<file path="src/rtl/pwm_pkg.sv">
// Shared types for the breathing PWM generator.
package pwm_pkg;

    typedef enum logic {
        DIR_UP   = 1'b0,
        DIR_DOWN = 1'b1
    } dir_e;

endpackage

</file>
<file path="src/rtl/pwm_duty_seq.sv">
// Triangle duty sequencer: steps duty up to PERIOD and back down to 0,
// holding each value for HOLD_PERIODS period-wrap strobes.
module pwm_duty_seq
    import pwm_pkg::*;
#(
    parameter int unsigned PERIOD       = 10,
    parameter int unsigned DUTY_STEP    = 1,
    parameter int unsigned HOLD_PERIODS = 1
) (
    input  logic                         clk,
    input  logic                         rst,
    input  logic                         wrap,
    output logic [$clog2(PERIOD+1)-1:0]  duty
);

    localparam int unsigned DW = $clog2(PERIOD + 1);
    localparam int unsigned SW = DW + 1;
    localparam int unsigned HW = $clog2(HOLD_PERIODS + 1);

    localparam logic [HW-1:0] HOLD_LAST = HW'(HOLD_PERIODS - 1);
    localparam logic [SW-1:0] STEP_W    = SW'(DUTY_STEP);
    localparam logic [SW-1:0] PERIOD_W  = SW'(PERIOD);
    localparam logic [DW-1:0] STEP_D    = DW'(DUTY_STEP);
    localparam logic [DW-1:0] PERIOD_D  = DW'(PERIOD);

    dir_e          dir, dir_nxt;
    logic [HW-1:0] hold, hold_nxt;
    logic [DW-1:0] duty_nxt;
    logic [SW-1:0] sum;

    // State register
    always_ff @(posedge clk or posedge rst) begin
        if (rst) begin
            duty <= '0;
            dir  <= DIR_UP;
            hold <= '0;
        end else begin
            duty <= duty_nxt;
            dir  <= dir_nxt;
            hold <= hold_nxt;
        end
    end

    // Next duty/direction/hold; sum carries an extra bit so it cannot wrap
    always_comb begin
        duty_nxt = duty;
        dir_nxt  = dir;
        hold_nxt = hold;
        sum      = {1'b0, duty} + STEP_W;
        if (wrap) begin
            if (hold != HOLD_LAST) begin
                hold_nxt = hold + HW'(1);
            end else begin
                hold_nxt = '0;
                if (dir == DIR_UP) begin
                    if (sum >= PERIOD_W) begin
                        duty_nxt = PERIOD_D;
                        dir_nxt  = DIR_DOWN;
                    end else begin
                        duty_nxt = sum[DW-1:0];
                    end
                end else begin
                    if (duty <= STEP_D) begin
                        duty_nxt = '0;
                        dir_nxt  = DIR_UP;
                    end else begin
                        duty_nxt = duty - STEP_D;
                    end
                end
            end
        end
    end

endmodule

</file>
<file path="src/rtl/pwm.sv">
// Self-running breathing PWM: free-running period counter compared against
// a triangle-swept duty value, output taken straight from a flop.
module pwm #(
    parameter int unsigned PERIOD       = 10,
    parameter int unsigned DUTY_STEP    = 1,
    parameter int unsigned HOLD_PERIODS = 1
) (
    input  logic clk,
    input  logic rst,
    output logic dout
);

    localparam int unsigned CW = $clog2(PERIOD);
    localparam int unsigned DW = $clog2(PERIOD + 1);
    localparam logic [CW-1:0] CNT_LAST = CW'(PERIOD - 1);

    logic [CW-1:0] cnt;
    logic [DW-1:0] duty;
    logic          wrap_c;

    assign wrap_c = (cnt == CNT_LAST);

    pwm_duty_seq #(
        .PERIOD       (PERIOD),
        .DUTY_STEP    (DUTY_STEP),
        .HOLD_PERIODS (HOLD_PERIODS)
    ) u_duty_seq (
        .clk  (clk),
        .rst  (rst),
        .wrap (wrap_c),
        .duty (duty)
    );

    // Counter and compare; dout lags cnt by one cycle
    always_ff @(posedge clk or posedge rst) begin
        if (rst) begin
            cnt  <= '0;
            dout <= 1'b0;
        end else begin
            cnt  <= wrap_c ? '0 : cnt + CW'(1);
            dout <= (DW'(cnt) < duty);
        end
    end

endmodule

</file>
<file path="config.mk">
export PLATFORM = sky130hd
export DESIGN_NAME = pwm
export DESIGN_NICKNAME = d
export VERILOG_FILES = /design/src/rtl/pwm_pkg.sv /design/src/rtl/pwm_duty_seq.sv /design/src/rtl/pwm.sv
export SDC_FILE = /design/constraint.sdc
export NUM_CORES = 1
export LEC_CHECK = 0
export CORE_MARGIN = 3
export CORE_UTILIZATION = 50
export CTS_CLUSTER_DIAMETER = 80
export DETAILED_ROUTE_END_ITERATION = 10
export PLACE_DENSITY = 0.71
export RECOVER_POWER = 25
export SLEW_MARGIN = 0
export SYNTH_ARGS = -nofsm -noshare
export SYNTH_HDL_FRONTEND = slang
export SYNTH_SLANG_ARGS = --single-unit
export TNS_END_PERCENT = 30
</file>
<file path="constraint.sdc">
create_clock -name clk -period 1.6 [get_ports clk]
set_input_delay 0.32 -clock clk [delete_from_list [all_inputs] [get_ports clk]]
set_output_delay 0.32 -clock clk [all_outputs]
set_load 0.05 [all_outputs]
</file>
After elaboration in Yosys (flattened, before gate mapping)
Index checks and enable logic that the tools add are counted.

word-level totals
  output and inout port bits = 1
  logic and storage cells = 23
  flip-flop bits (word level) = 11

cells by class
  $lt $le $gt $ge = 3
  muxes and demuxes = 8
  bitwise gates (word level) = 1
  reduce and logical (&&, ||, !) cells = 1
  equal/unequal tests = 1
  add/sub/neg operators = 4

operators with widths
  operator                                                            number
  2-to-1 mux 4 bit                                                    4
  adder 4 x 1 -> 5 bit (second input constant)                        1
  greater-or-equal comparator 5 x 4 -> 1 bit (second input constant)  1
  adder 4 x 1 -> 4 bit (second input constant)                        1
  equality test 4 bit (second input constant)                         1
  <= comparator 4 x 1 -> 1 bit (second input constant)                1
  < comparator 4 bit                                                  1
  2-to-1 mux 1 bit                                                    4
  subtractor 4 x 1 -> 4 bit (second input constant)                   1
  AND reduction 2 bit                                                 1
  adder 1 bit (second input constant)                                 1
  inverter 1 bit                                                      1

Depth between registers and ports, before layout
  word-level depth = 4
  gate-level depth with buffers = 6
  depth with buffers taken out = 6

Cells and area by module
From an unflattened synthesis, not the netlist that was laid out.

second synthesis, totals
  cells, all modules = 71
  area, all modules = 665.6 um2

modules (own cells, without submodules)
  module        seq. area each (um2)  cells each  area an instance (um2)  instances
  pwm_duty_seq  125.1                 42          379.1                   1
  pwm           125.1                 29          286.5                   1

Least setup slack after synthesis
OpenSTA, ideal clock, no wires.

  kind = register -> register
  start point = reg cnt[2]
  end point = reg u_duty_seq.duty[2]
  arrival = 1.425 ns
  clock period less this slack = 1.501 ns
  path slack = 0.099 ns
  buffers on the path = 1
  required time = 1.524 ns
  cell stages (with the launch flop) = 6
  cells stage by stage = dfrtp_1 -> nand2b_1 -> or3_1 -> buf_6 -> or3_1 -> o21ai_1

on the way
  longest elaborated chain between the ends = 2

RTL lines
  element                        line                RTL
  start, declared                pwm.sv:17           logic [CW-1:0] cnt;
  start signal, assigned         pwm.sv:40           cnt <= wrap_c ? '0 : cnt + CW'(1);
  equality test 4 bit            pwm.sv:21           assign wrap_c = (cnt == CNT_LAST);
  AND reduction 2 bit (no line)  --
  end signal, assigned           pwm_duty_seq.sv:38  duty <= duty_nxt;
  end, declared                  pwm_duty_seq.sv:13  output logic [$clog2(PERIOD+1)-1:0] duty

Every way passes these cells.
A chain may end at the register's enable or synchronous reset.

Worst setup path in the final report
  start point = reg u_duty_seq.duty[0]
  end point = reg u_duty_seq.duty[0]

on the way
  longest elaborated chain between the ends = 4
  elaborated cells between the ends (all ways) = 7
  classes of those cells = add/sub (2); order compare (2); mux (3)

RTL lines
  element                                     line                RTL
  adder 4 x 1 -> 5 bit                        pwm_duty_seq.sv:49  sum = {1'b0, duty} + STEP_W;
  greater-or-equal comparator 5 x 4 -> 1 bit  pwm_duty_seq.sv:56  if (sum >= PERIOD_W) begin
  2-to-1 mux 4 bit                            pwm_duty_seq.sv:56
  2-to-1 mux 4 bit *                          pwm_duty_seq.sv:55  if (dir == DIR_UP) begin

Every way passes the cells marked *; elsewhere a longest branch is shown, timed or not.

==> results.json <==
{
  "status": "finished clean",
  "skew_ns": 0.0114,
  "seq_area_frac_synth": 0.375,
  "fin_cells": 101,
  "cp.buffers_inverters": 1,
  "slowest_stage": "dfrtp_2",
  "worst_pin_slew_ns": 0.380,
  "synth_compound_area_frac": 0.249,
  "grt_util_all_layers": 0.169,
  "clkLatencyLatePin_ns": 0.26,
  "grt_pass1_vias": 519,
  "cts.reportedPaths.clkPinSlew_ns": 0.06,
  "first_pass_iters": 4,
  "crit_chain": "buf_4 -> ha_1 -> nor2_2 -> nor3_1 -> a211oi_1 -> a22o_1",
  "vias": 575,
  "n_antenna_cell": 0,
  "fillers": 89,
  "grt_first_pass_wirelength_um": 2280,
  "wire_per_inst_um": 13.1,
  "fin_tns_setup_ns": 0,
  "viasPerCell": 5.69,
  "worstPathMaxFanout": 8,
  "start_util": 0.571,
  "path_delay_family": "flip-flops",
  "synthAdderAreaFrac": 0.112,
  "maxSlewViolCount": 0,
  "max_slew_margin": 0.747,
  "cellPowerDensity_nw_per_um2": 523,
  "postRouteAntennaNets": 0,
  "crit_arrival_ns": 1.69,
  "synth_area_leaders": "dfrtp_1 37%, ha_1 11%, inv_1 3.9%, a21o_1 3.4%, a21oi_1 3.0%",
  "die_h_um": 42.6,
  "finalCriticalPeriod_ns": 1.50,
  "max_freq_ghz": 0.666,
  "synth.mux.area_fraction": 0,
  "area_growth_pct": 21.0,
  "syn_inst": 75,
  "criticalPathCategory": "flip-flop to flip-flop",
  "synth_seq_cells": 10,
  "cts_buffers": 3,
  "total_leakage_power_nw": 0.404,
  "die_area_um2": 1810,
  "yosysWarnings": 0,
  "ir_worst_vdd_uv": 642,
  "hp-class": "primary input to async pin",
  "synth_top_family_by_area": "compound AO/OA/AOI/OAI gates",
  "placedCellCount": 98,
  "synth_nets": 83,
  "coreArea_um2": 1170,
  "drt-total-wl_um": 1320,
  "row_count": 12,
  "min_period_over_period": 0.938,
  "die_x_um": 42.6,
  "cp.required_ns": 1.79,
  "finalPower_mw": 0.423,
  "drt_iter0_drc": 22,
  "syn_area_per_cell_um2": 8.91,
  "synth_top_area_frac": 0.375,
  "synth_cell_types": 28,
  "drive_gt1_frac": 0.264,
  "htreeDepth": 1,
  "drc": 0,
  "cts_root_buffer": "clkbuf_4",
  "finalSetupViolCount": 0,
  "dpl.hpwl_um": 1000,
  "cts_buffer_depth": 2,
  "startpoint_type": "flip-flop",
  "grt_max_degree": 11,
  "ctsHoldBuffers": 0,
  "finalHoldViolCount": 0,
  "cts_tree": "yes",
  "nNetsFinal": 97,
  "post_cts_buffers": 0,
  "place_congestion": 0.811,
  "cpPeakStageDelay_ns": 0.44,
  "syn_area_um2": 668,
  "drv_cap": 0,
  "synth_top_cell_by_area": "dfrtp_1",
  "ioPinCount": 3,
  "port-buffer-count": 2,
  "overflow": 0,
  "crit_path_end_kind": "flip-flop",
  "cts.sinks": 10,
  "antenna_found_initial": 0,
  "synth-xor-area-share": 0.0262,
  "synthSimpleGateAreaFrac": 0.159
}
[cell families (layout without fill, tap and decap cells)]
logic type | count (synthesis) | count (layout)
AO/OA/AOI/OAI | 24 | 24
XOR/XNOR | 2 | 2
adder cells (fa/ha/maj) | 6 | 6
buffers and inverters | 12 | 24
flip-flops | 10 | 10
AND/OR/NAND/NOR | 21 | 21
[flip-flops by register name, summed over array words and instances, names as in the netlist]
register         count
dout                 1
cnt                  4
u_duty_seq.duty      4
u_duty_seq.dir       1
[synth_stat cells, drive strengths merged]
| cell type | number |
|---|---|
| a211oi | 2 |
| a21o | 3 |
| a21oi | 4 |
| a221oi | 1 |
| a22o | 2 |
| a31oi | 3 |
| and3 | 1 |
| buf | 1 |
| clkbuf | 3 |
| dfrtp | 10 |
| ha | 6 |
| inv | 8 |
| nand2 | 4 |
| nand2b | 2 |
| nand3 | 1 |
| nor2 | 5 |
| nor2b | 2 |
| nor3 | 2 |
| nor3b | 1 |
| o21ai | 5 |
| o22ai | 1 |
| o31a | 1 |
| o31ai | 1 |
| o41ai | 1 |
| or3 | 3 |
| xnor2 | 2 |
[stage by stage]
stage               utilization  instance area, µm²  hold WS (ns)  setup slack, ns
floorplan                     -                 668         0.160           0.0988
global placement          0.652                 763         0.551           0.0672
detailed placement        0.652                 763         0.559           0.0187
CTS                       0.671                 786         0.353           0.0114
global route              0.690                 808         0.500         -0.00332
finish                    0.690                 808         0.475           0.0985
[placed cells by master (no fill, tap or decap), types with 2 or more instances in the layout]
master	n
nor2_1	4
a31oi_1	3
o21ai_1	3
clkbuf_4	3
xnor2_1	2
ha_1	5
a21oi_1	4
buf_4	12
nor2b_1	2
or3_1	2
a21o_1	3
nor3_1	2
nand2b_1	2
nand2_1	4
dfrtp_2	2
a22o_1	2
o21ai_0	2
dfrtp_1	8
inv_1	8
[metal layers]
layer  vias to the layer above  routed length (µm)  GRT usage
li1                        291                   -          -
met2                         9                 606      0.231
met3                         0                  73     0.0815
met1                       275                 643      0.237
met4                         0                   0     0.0435
met5                         -                   0          0
[worst paths after layout]
path | from | endpoint | slack [ns] | depth (start not counted)
min reg2reg | cnt[2] | cnt[2] | 0.57 | 2
min | rst | u_duty_seq.duty[2] | 0.48 | 2
max reg2reg | u_duty_seq.duty[0] | u_duty_seq.duty[0] | 0.1 | 6
max | u_duty_seq.duty[0] | u_duty_seq.duty[0] | 0.1 | 6
min in group clk | cnt[2] | cnt[2] | 0.57 | 2
max in group asynchronous | rst | u_duty_seq.duty[1] | 0.82 | 2
[what timing repair did]
| item | in CTS | in global routing |
|---|---|---|
| endpoints found under the hold margin | 0 | 0 |
| setup endpoints to repair | 0 | 3 |
| gates resized for setup | 0 | 8 |
[layout make-up]
type                            instances  area (µm²)  area share
Timing Repair Buffer                   13         100       0.124
Clock buffer                            3        22.5      0.0279
Multi-Input combinational cell         53         385       0.477
Tap cell                               14        17.5      0.0217
Sequential cell                        10         253       0.313
Inverter                                8        30.0      0.0372
[power breakdown]
group / internal [mW] / leakage, nW / switching (mW) / total, mW
registers: 0.253 / 0.122 / 0 / 0.253
logic: 0.00180 / 0.268 / 0.00501 / 0.00680
clock network: 0.0863 / 0.0138 / 0.0766 / 0.163
total: 0.341 / 0.404 / 0.0816 / 0.423
Note: power is estimated with default switching activity, not from simulation.
